==> src/rtl/keypad_digit_collector_pkg.sv <==
// -----------------------------------------------------------------------------
// keypad_digit_collector_pkg
// Shared types and constants for the keypad digit-packet interface.
//   senhaPac_t  : 20 packed BCD digits, digits[0] is the newest digit.
//   KEY_*       : special key codes delivered by the keypad debouncer.
//   PKT_*       : fixed packets that consumers decode as commands.
//   is_digit    : true for key codes 0-9.
//   shift_in    : pushes a new digit into position 0, oldest falls off.
// -----------------------------------------------------------------------------
package keypad_digit_collector_pkg;

    localparam int NUM_DIGITS = 20;

    typedef logic [NUM_DIGITS-1:0][3:0] senhaPac_t;

    localparam logic [3:0] KEY_ENTER = 4'hA;
    localparam logic [3:0] KEY_BACK  = 4'hB;

    localparam senhaPac_t PKT_EMPTY   = {NUM_DIGITS{4'hF}};
    localparam senhaPac_t PKT_BACK    = {NUM_DIGITS{4'hB}};
    localparam senhaPac_t PKT_TIMEOUT = {NUM_DIGITS{4'hE}};

    function automatic logic is_digit(input logic [3:0] code);
        return (code <= 4'd9);
    endfunction

    function automatic senhaPac_t shift_in(input senhaPac_t pkt, input logic [3:0] digit);
        return {pkt[NUM_DIGITS-2:0], digit};
    endfunction

endpackage

==> src/rtl/keypad_digit_collector_inactivity_timer.sv <==
// -----------------------------------------------------------------------------
// keypad_digit_collector_inactivity_timer
// Counts idle cycles while the collector holds a partial entry.
//   clk    : system clock
//   rst    : synchronous active-low reset
//   clear  : restart the count from zero (has priority over run)
//   run    : count this cycle
//   expire : high while running with the count at TIMEOUT_CYCLES-1, so the
//            owner acts on the edge that would complete the timeout period
// -----------------------------------------------------------------------------
module keypad_digit_collector_inactivity_timer #(
    parameter int TIMEOUT_CYCLES = 250_000_000
) (
    input  logic clk,
    input  logic rst,
    input  logic clear,
    input  logic run,
    output logic expire
);

    localparam int TMR_W = $clog2(TIMEOUT_CYCLES + 1);
    localparam logic [TMR_W-1:0] LAST_COUNT = TMR_W'(TIMEOUT_CYCLES - 1);

    logic [TMR_W-1:0] count_r;

    // Idle-cycle counter; parks at the last value so it never wraps.
    always_ff @(posedge clk) begin
        if (!rst) begin
            count_r <= '0;
        end else if (clear) begin
            count_r <= '0;
        end else if (run && (count_r != LAST_COUNT)) begin
            count_r <= count_r + TMR_W'(1);
        end else begin
            count_r <= count_r;
        end
    end

    assign expire = run && (count_r == LAST_COUNT);

endmodule

==> src/rtl/keypad_digit_collector.sv <==
// -----------------------------------------------------------------------------
// keypad_digit_collector
// Turns debounced keypad presses into a 20-digit packet with a one-cycle
// valid strobe. The partial entry is shown live on digitos_value.
//   clk            : system clock, all logic on posedge
//   rst            : synchronous active-low reset
//   enable         : 0 holds the collector empty and ignores keys
//   key_valid      : level, high while a debounced key is pressed
//   key_code       : 0-9 digit, A enter, B back, others ignored
//   digitos_value  : live buffer, or the final packet while digitos_valid=1
//   digitos_valid  : one-cycle strobe marking the final packet
//   digit_count    : digits currently buffered, 0..20
// -----------------------------------------------------------------------------
module keypad_digit_collector
    import keypad_digit_collector_pkg::*;
#(
    parameter int TIMEOUT_CYCLES = 250_000_000
) (
    input  logic       clk,
    input  logic       rst,
    input  logic       enable,
    input  logic       key_valid,
    input  logic [3:0] key_code,
    output senhaPac_t  digitos_value,
    output logic       digitos_valid,
    output logic [4:0] digit_count
);

    localparam logic [1:0] ST_EMPTY   = 2'd0;
    localparam logic [1:0] ST_COLLECT = 2'd1;
    localparam logic [1:0] ST_EMIT    = 2'd2;
    localparam logic [4:0] MAX_COUNT  = 5'd20;

    logic [1:0] state_r;
    logic [1:0] state_s;
    senhaPac_t  pkt_r;
    senhaPac_t  pkt_s;
    logic [4:0] count_r;
    logic [4:0] count_s;
    logic       valid_r;
    logic       valid_s;
    logic       key_valid_q_r;
    logic       key_event_s;
    logic       digit_event_s;
    logic       timer_clear_s;
    logic       timer_run_s;
    logic       timer_expire_s;

    // A held key yields a single event on its rising level.
    assign key_event_s   = key_valid && !key_valid_q_r;
    assign digit_event_s = key_event_s && is_digit(key_code) && (state_r == ST_COLLECT);

    // Any accepted digit restarts the idle period, even when the buffer is full.
    assign timer_run_s   = (state_r == ST_COLLECT);
    assign timer_clear_s = !enable || (state_r != ST_COLLECT) || digit_event_s;

    keypad_digit_collector_inactivity_timer #(
        .TIMEOUT_CYCLES(TIMEOUT_CYCLES)
    ) u_timer (
        .clk    (clk),
        .rst    (rst),
        .clear  (timer_clear_s),
        .run    (timer_run_s),
        .expire (timer_expire_s)
    );

    // Next-state logic: key events outrank the timeout in the same cycle.
    always_comb begin
        state_s = state_r;
        pkt_s   = pkt_r;
        count_s = count_r;
        valid_s = 1'b0;
        case (state_r)
            ST_EMPTY: begin
                if (key_event_s && is_digit(key_code)) begin
                    pkt_s   = shift_in(PKT_EMPTY, key_code);
                    count_s = 5'd1;
                    state_s = ST_COLLECT;
                end else if (key_event_s && (key_code == KEY_ENTER)) begin
                    pkt_s   = PKT_EMPTY;
                    valid_s = 1'b1;
                    state_s = ST_EMIT;
                end else if (key_event_s && (key_code == KEY_BACK)) begin
                    pkt_s   = PKT_BACK;
                    valid_s = 1'b1;
                    state_s = ST_EMIT;
                end else begin
                    state_s = ST_EMPTY;
                end
            end
            ST_COLLECT: begin
                if (digit_event_s) begin
                    if (count_r < MAX_COUNT) begin
                        pkt_s   = shift_in(pkt_r, key_code);
                        count_s = count_r + 5'd1;
                    end else begin
                        pkt_s   = pkt_r;
                    end
                end else if (key_event_s && (key_code == KEY_ENTER)) begin
                    valid_s = 1'b1;
                    state_s = ST_EMIT;
                end else if (key_event_s && (key_code == KEY_BACK)) begin
                    pkt_s   = PKT_BACK;
                    valid_s = 1'b1;
                    state_s = ST_EMIT;
                end else if (timer_expire_s) begin
                    pkt_s   = PKT_TIMEOUT;
                    valid_s = 1'b1;
                    state_s = ST_EMIT;
                end else begin
                    state_s = ST_COLLECT;
                end
            end
            ST_EMIT: begin
                // Keys arriving while the packet is on the bus are dropped.
                pkt_s   = PKT_EMPTY;
                count_s = 5'd0;
                state_s = ST_EMPTY;
            end
            default: begin
                pkt_s   = PKT_EMPTY;
                count_s = 5'd0;
                state_s = ST_EMPTY;
            end
        endcase
    end

    // State and output registers; disable aborts an entry with no strobe.
    always_ff @(posedge clk) begin
        if (!rst || !enable) begin
            state_r       <= ST_EMPTY;
            pkt_r         <= PKT_EMPTY;
            count_r       <= 5'd0;
            valid_r       <= 1'b0;
            key_valid_q_r <= 1'b0;
        end else begin
            state_r       <= state_s;
            pkt_r         <= pkt_s;
            count_r       <= count_s;
            valid_r       <= valid_s;
            key_valid_q_r <= key_valid;
        end
    end

    assign digitos_value = pkt_r;
    assign digitos_valid = valid_r;
    assign digit_count   = count_r;

endmodule

==> config.mk <==
export PLATFORM = sky130hd
export DESIGN_NAME = keypad_digit_collector
export DESIGN_NICKNAME = d
export VERILOG_FILES = /design/src/rtl/keypad_digit_collector_pkg.sv /design/src/rtl/keypad_digit_collector_inactivity_timer.sv /design/src/rtl/keypad_digit_collector.sv
export SDC_FILE = /design/constraint.sdc
export NUM_CORES = 1
export LEC_CHECK = 0
export ABC_AREA = 1
export CAP_MARGIN = 20
export CELL_PAD_IN_SITES_DETAIL_PLACEMENT = 1
export CELL_PAD_IN_SITES_GLOBAL_PLACEMENT = 1
export CORE_ASPECT_RATIO = 0.7
export CORE_MARGIN = 10
export CORE_UTILIZATION = 35
export DETAILED_ROUTE_END_ITERATION = 6
export PLACE_DENSITY = 0.71
export SLEW_MARGIN = 10
export SYNTH_ARGS = -nofsm -noshare
export SYNTH_HDL_FRONTEND = slang
export SYNTH_SLANG_ARGS = --single-unit
export TNS_END_PERCENT = 30
==> constraint.sdc <==
create_clock -name clk -period 3.3 [get_ports clk]
set_clock_uncertainty 0.2 [all_clocks]
set_input_delay 0.33 -clock clk [delete_from_list [all_inputs] [get_ports clk]]
set_output_delay 0.33 -clock clk [all_outputs]
set_load 0.02 [all_outputs]
# --- Word level (Yosys, flattened, before mapping) ---
# Cells that the tools add are included.
totals:
  output_inout_bits: 86
  word_cells: 90
  input_bits: 8
  register_bits: 117
op_classes:
  bitwise_logic: 1
  muxes: 29
  magnitude_cmp: 2
  reduce_logical: 17
  n_addsub: 2
  n_eq_ne: 14
op_table:
  columns: ["op", "count"]
  rows:
  - ["80-bit 2-to-1 mux", 8]
  - ["80-bit case mux with 2 select lines", 1]
  - ["28-bit by 1-bit adder with 28-bit output (second input constant)", 1]
  - ["28-bit == test (second input constant)", 1]
  - ["28-bit inequality test (second input constant)", 1]
  - ["5-bit 2-to-1 mux", 3]
  - ["2-bit 2-to-1 mux", 7]
  - ["5-bit case mux with 2 select lines", 1]
  - ["4-bit == test (second input constant)", 2]
  - ["2-bit inequality test (second input constant)", 4]
  - ["4-bit inequality test (second input constant)", 2]
  - ["1-bit logical AND", 7]
  - ["1-bit 2-to-1 mux", 7]
  - ["3-bit inequality test (second input constant)", 2]
  - ["5-bit by 1-bit adder with 5-bit output (second input constant)", 1]
  - ["5-bit < comparator (second input constant)", 1]
  - ["4-bit <= comparator (second input constant)", 1]
  - ["2-bit case mux with 2 select lines", 1]
  - ["4-bit AND reduction", 1]
  - ["1-bit zero test", 3]
  - ["1-bit logical OR", 3]
  - ["3-bit AND reduction", 1]
  - ["2-bit by 1-bit == test with 1-bit output (second input constant)", 1]
  - ["2-bit zero test", 1]
  - ["other kinds (4)", 4]

# --- Longest topological paths before layout ---
logic_depth:
  ltp_word: 7
  mapped_depth: 13
  depth_no_buf: 12

# --- Modules after synthesis ---
# A second synthesis with hierarchy kept.
unflattened:
  hier_cells: 868
  area_unflattened_um2: 5878.1
by_module_without_submodules:
  columns: ["module", "cells_per_inst", "area_per_inst_um2", "instances", "seq_area_each_um2"]
  rows:
  - ["keypad_digit_collector", 579, 4110.2, 1, 1781.7]
  - ["keypad_digit_collector_inactivity_timer", 289, 1767.9, 1, 560.5]

# --- Worst setup path after synthesis ---
# Ideal clock, no wire load.
synth_path:
  path_type: "register to register"
  startpoint: "register u_timer.count_r[0]"
  endpoint: "register pkt_r, in the netlist digitos_value[70]"
  slack_ps: 1312
  path_buffers: 1
  path_stages_with_launch: 12
  arrival_ps: 1654
  synth_period_minus_slack_ps: 1988
  path_cell_list: "dfxtp_1 ha_1 inv_2 nor2_4 nand2_2 nor2_4 nand4_1 nand2_2 nand2_4 buf_6 nand2_1 nand3_1"
synth_between:
  elab_chain_cells: 4
synth_rtl:
  columns: ["element", "line", "source"]
  rows:
  - ["start, declared", "keypad_digit_collector_inactivity_timer.sv:24", "logic [TMR_W-1:0] count_r;"]
  - ["start signal, assigned", "keypad_digit_collector_inactivity_timer.sv:33", "count_r <= count_r + TMR_W'(1);"]
  - ["start signal, assigned", "keypad_digit_collector_inactivity_timer.sv:35", "count_r <= count_r;"]
  - ["28-bit == test", "keypad_digit_collector_inactivity_timer.sv:39", "assign expire = run && (count_r == LAST_COUNT);"]
  - ["1-bit logical AND", "keypad_digit_collector_inactivity_timer.sv:39", null]
  - ["4-bit inequality test (no source line)", null, null]
  - ["4-bit AND reduction (no source line)", null, null]
  - ["end signal, assigned", "keypad_digit_collector.sv:138", "pkt_r <= pkt_s;"]
  - ["end, declared", "keypad_digit_collector.sv:36", "senhaPac_t pkt_r;"]
# No other way between the ends.
# A chain may end at the register's enable or synchronous reset.

# --- Worst setup path after layout ---
layout_path:
  startpoint: "register u_timer.count_r[0]"
  endpoint: "register pkt_r, in the netlist digitos_value[23]"
# The elaborated chain is that of the path after synthesis.

==> run_results.csv <==
group,metric,value,unit
synthesis,ys.flop_type,"dfxtp_1",
synthesis,ys_types,31,
global_route,grt_max_degree,81,
final_layout,num-fill-cells,2129,
final_layout,instances_no_fill,1200,
global_route,first_global_vias,5770,
power,max-vdd-ir-drop,0.282,mV
drt,detail_route.wl_per_cell,16.8,um
sta,fin_hold_ws,0.260,ns
place,place_congestion,0.836,
cts,clk_latency,0.42,ns
sta,period_minus_slack,2.66,ns
die,dieArea,22600,sq um
sta,slew_headroom,54.3,%
die,pin_count,94,
global_route,grt_pass1_wl,32200,um
place,dp_hpwl,13400,um
cts,cts.sinks,117,
synthesis,syn_nets,897,
synthesis,synth_top_area_share,39.5,%
die,die_y,129,um
global_route,antenna_found_initial,0,
sta,rsz0062_at_grt,"false",
cts,hold_buffers,0,
drt,via_per_inst,5.01,
sta,timing.fmax,0.376,GHz
die,start_util,36.0,%
final_layout,drive_above_1_share,10.5,%
sta,setup_tns,0,ns
final_layout,diodes,0,
drt,ant_nets,0,
critical_path,crit_required,3.46,ns
min_path,hp-class,"flop to flop",
outcome,status,"finished, final reports clean",
critical_path,crit_chain,"ha_1, inv_2, nor2_4, nand2_2, nor2_4, nand4_1, nand2_2, buf_4, nand3_1, nand3_1",
drt,routed_wl,20100,um
die,die_x,176,um
die,fp-row-count,39,
sta,hold_viol,0,
synthesis,synth-edff-count,0,
cts,post_cts_buffers,0,
sta,drv_slew,0,
cts,cts_resized,0,
synthesis,seq_area_frac_synth,39.5,%
drt,firstDrtPassIters,5,
critical_path,critical_path_class,"flop to flop",
cts,cts_tree,"done",
power,p_leak,3.08,nW
critical_path,cp-start-kind,"flop",
drt,drcViolationCount,0,
synthesis,async_reset_ff_share,0,%
place,dp_slack,0.582,ns
drt,drtIter0Drc,436,
sta,finalCritPeriodShare,80.6,%
critical_path,cp-end-kind,"flop",
place,dp.cells,1168,
place,io_buffers,93,
drt,route.vias.total,6007,
run,drv_cap,0,
final_layout,stdcell_area,7600,sq um
final_layout,synthToLayoutAreaGrowth,28.2,%
cts,cts.htree.levels,4,
critical_path,arrival,2.82,ns
synthesis,synth_area_per_cell,6.68,sq um
synthesis,synth-seq-cells,117,
sta,finalSetupViolations,0,
synthesis,synth_warnings,0,
synthesis,synth_area_leader_cell,"dfxtp_1",
sta,tightest_slew,0.684,ns
cts,path_clk_slew,0.06,ns
final_layout,nNetsFinal,972,
global_route,track_usage,17.7,%
global_route,overflow,0,
power,power_per_cell_area,515,nW/um^2
cts,cts_buffers,17,
cts,root_buffer,"clkbuf_16",
die,design.core.area,16400,sq um
place,place_area,7000,sq um
cts,cts_buffer_depth,2,
synthesis,netlist_area,5930,sq um
synthesis,synth_area_leaders,"dfxtp_1 40%, nand2_1 19%, nand3_1 16%",
critical_path,cp_max_fo,48,
sta,finalWorstSetupSlack,0.641,ns
critical_path,slowest_stage,"buf_4",
critical_path,slowest_delay,0.45,ns
synthesis,synth_cells,887,
power by group:
| part | leakage [nW] | internal (mW) | switching [mW] |
|---|---|---|---|
| registers | 0.953 | 1.46 | 0.0461 |
| logic | 1.83 | 0.196 | 0.323 |
| clock network | 0.294 | 1.13 | 0.755 |
through the flow:
| step | utilization (%) | power, mW |
|---|---|---|
| after global placement | 42.6 | 2.05 |
| after floorplan | - | 1.87 |
| after CTS | 46.2 | 3.96 |
| after detailed placement | 42.6 | 2.06 |
| after global routing | 46.2 | 4.09 |
| final | 46.2 | 3.91 |
flip-flops by register name, summed over array words and instances, names as in the netlist:
| signal | cells |
|---|---|
| digitos_valid | 1 |
| key_valid_q_r | 1 |
| state_r | 2 |
| u_timer.count_r | 28 |
| digit_count | 5 |
| digitos_value | 80 |
synth_stat cells (3+ instances only):
cell type	number
nand2_1	293
a21oi_1	37
clkbuf_1	19
xor2_1	10
inv_1	32
nor2_1	63
o21ai_0	8
dfxtp_1	117
nand3b_1	3
buf_4	3
buf_6	8
inv_2	10
or2_1	4
buf_2	21
nand2_2	5
nand3_1	194
nor3_1	4
nand4_1	4
xnor2_1	4
or2_2	34
critical path: cells and delay by family, from the launching register on:
family	cells	cell delay, ns
DFF	1	0.41
adders and majority gates	1	0.26
buffers and inverters	2	0.53
and+or+nand+nor	7	1.16
path summary, 6_finish.rpt:
path                       end  slack (ns)  depth (start not counted)               start
max          digitos_value[23]        0.64                         10  u_timer.count_r[0]
min          digitos_value[77]        0.26                          2   digitos_value[77]
max reg2reg  digitos_value[23]        0.64                         10  u_timer.count_r[0]
min reg2reg  digitos_value[77]        0.26                          2   digitos_value[77]
layout make-up:
class                      instances  area, sq um  share of cell area [%]
tap                              225          282                    3.71
timing repair buffer             107         1070                    14.1
sequential                       117         2340                    30.8
clock inverter                    15          173                    2.27
inverter                          43          161                    2.12
multi-input combinational        676         3140                    41.3
clock buffer                      17          425                    5.60
per-layer routing:
metal / up-vias / routed length, um / global-route usage [%]
li1: 3025 / - / -
met1: 2817 / 10500 / 26.0
met2: 145 / 7910 / 23.9
met3: 20 / 1420 / 5.17
met4: 0 / 273 / 6.01
met5: - / 0 / 0
cells by family after synthesis:
logic type,Yosys count,synth area share [%]
fa+ha+maj,2,0.422
simple gates,610,45.8
buf+inv,94,7.60
xor+xnor,14,2.07
flops,117,39.5
compound gates,50,4.58
cells in the final DEF (no fill, tap or decap):
cell type        count
inv_8                1
nor3_1               4
nand2_4              1
dfxtp_1            117
nand2_1            293
o21ai_4              2
nor2_8               1
nand3_1            194
a21boi_0             2
bufinv_16            2
clkdlybuf4s50_1     93
nor2_1              63
inv_6                3
or2_2               34
a31oi_1              1
inv_1               32
xor2_1              10
and3_1               1
or2_1                4
nand4_1              4
o21ai_0              8
clkinv_1             1
inv_2               10
nor2_4               2
clkinv_2             1
ha_1                 2
clkinv_4             8
nand3_2              1
nand3b_1             3
nand2_2              5
clkbuf_16           17
a21oi_1             37
buf_4               11
xnor2_1              4
buf_12               3
(Power assumes the default switching activity.)
==> patch (config.mk and constraints unchanged) <==
`NUM_DIGITS`: 20 -> 40.
--- a/src/rtl/keypad_digit_collector_pkg.sv
+++ b/src/rtl/keypad_digit_collector_pkg.sv
@@ -9,7 +9,7 @@
 // -----------------------------------------------------------------------------
 package keypad_digit_collector_pkg;
 
-    localparam int NUM_DIGITS = 20;
+    localparam int NUM_DIGITS = 40;
 
     typedef logic [NUM_DIGITS-1:0][3:0] senhaPac_t;
 
Interface: changed (resized digitos_value); port bits go from 94 to 174. No check against the original RTL was run, so the function may have changed too.
==> patch against the original RTL <==
Clock power up 15%. Final area is 61% higher. Sequential cell count up 80. Area after synthesis up 63%. Critical path depth is 1 higher. Total power increased by 49%. Worst setup slack got worse by 0.10 ns. Routed wire length is 75% higher. Global-route usage up 2.3 points. Critical endpoint is now digitos_value[77]. Largest power group is now sequential cells.
==> patch: results (changes against the original RTL) <==
Layout
  – Final net count: 1559 (+60%)
  – Layout cells sized above 1: 0.0455 (-0.0592)
  – Antenna Cells: 0 (unchanged)

Place
  – Post-DP HPWL: 22400 µm (+67%)
  – Placer's final routability congestion estimate: 0.859 (+2.8%)
  – Port Buf Inserts: 173 (+86%)

Clock tree
  – Clk slew on worst S/H paths: 0.08 ns (+0.02 ns)
  – Clock latency on the worst-skew pair: 0.44 ns (+0.02 ns)

Worst setup path
  – WP data arrival: 2.88 ns (+0.06 ns)
  – Delay of the slowest critical-path stage: 0.48 ns (+0.03 ns)
  – Reg-to-reg setup timing slack: 0.54 ns (-0.10 ns)
  – Worst path slowest cell: dfxtp_1
  – Crit Path Max Fanout: 64 (+33%)

Route
  – Initial DRC Count: 749 (+72%)
  – Drt pass-1 iters: 4 (-1)
  – DR vias/cell: 5.26 (+5.0%)
  – Drt wl/cell: 18.3 µm (+8.9%)

Logic synthesis
  – Synth top area cells: dfxtp_1, nand2_1, nand3_1
  – Unique cell type count in the Yosys netlist: 29 (-6.5%)
  – Seq/Total Area, Yosys: 0.409 (+0.0139)
  – Post-Synthesis Net Count: 1464 (+63%)

Global routing
  – Vias in the first global route: 10200 (+76%)
  – Overall Global Routing Usage: 0.200 (+0.0229)
  – Pin count of the biggest net entering global routing: 161 (+99%)

Timing
  – WHS: 0.260 ns (+0.000266 ns)

Status
  – Status: finished clean

Power and ir drop
  – Leak: 5.70 nW (+85%)
  – Peak supply drop: 0.355 mV (+26%)
[patch: cell types whose count changed after synthesis, sizes merged, moves of 7 or more]
cell    unedited run  this run
buf               32        55
clkbuf            19        66
dfxtp            117       197
inv               42       129
nand2            299       488
nand3            195       227
nand4              4       167
nor2              66        52
nor3               4        11
or2               38         0
[patch: power by group]
group / internal, W / switching, W / total [W] / leakage, nW
Clock: 0.00114 / 0.00103 / 0.00217 / 0.285
Sequential: 0.00248 / 0.0000982 / 0.00258 / 1.61
Combinational: 0.000412 / 0.000672 / 0.00108 / 3.81
Total: 0.00403 / 0.00180 / 0.00584 / 5.70
[patch: kinds of logic (layout without fill, tap and decap cells)]
kind of cell,Yosys count,after routing,synth area share
XOR/XNOR,8,8,0.00727
AND/OR/NAND/NOR,953,953,0.452
flip-flops,197,197,0.409
adder cells (fa/ha/maj),2,2,0.00260
buffers and inverters,250,358,0.104
AO/OA/AOI/OAI,44,44,0.0256
[patch: worst paths after layout]
path                       from                 end  depth (start not counted)
max reg2reg  u_timer.count_r[0]   digitos_value[77]                         11
min          digitos_value[157]  digitos_value[157]                          2
max          u_timer.count_r[0]   digitos_value[77]                         11
min reg2reg  digitos_value[157]  digitos_value[157]                          2
[patch: final cells by class]
| cell class | instances | area [µm²] |
|---|---|---|
| clock buffer | 17 | 425 |
| clock inverter | 15 | 176 |
| fill | 3449 | 14600 |
| inverter | 129 | 489 |
| multi-input combinational | 1007 | 4740 |
| sequential | 197 | 3940 |
| tap | 364 | 455 |
| timing repair buffer | 197 | 2020 |
[patch: worst reg2reg max path, stage by stage, from the launching register on]
cell     delay (ns)
dfxtp_1        0.48
ha_1           0.26
nand2_1        0.08
nor2_2         0.21
nand2_1        0.16
nor2_1         0.13
nand2_1        0.15
nand4_4        0.21
nand3_4        0.11
buf_4          0.32
nand2_1        0.24
nand3_1        0.08
[patch: metal layers]
metal  up-vias  share of wire  GRT usage
met4         0         0.0075     0.0384
met1      4955           0.49      0.279
met2       181           0.45      0.302
met3        18          0.057     0.0548
met5         -              0          0
li1       4971              -          -
[patch: metrics by stage]
step / instance area (µm²) / worst slack (ns) / power (W) / util / cells
after floorplan: 9640 / 1.16 / 0.00329 / - / 1454
after detailed placement: 11700 / 0.291 / 0.00373 / 0.433 / 1894
after global routing: 12300 / 0.321 / 0.00612 / 0.456 / 1926
final: 12300 / 0.537 / 0.00584 / 0.456 / 1926
after global placement: 11700 / 0.319 / 0.00371 / 0.433 / 1894
after CTS: 12300 / 0.548 / 0.00591 / 0.456 / 1926
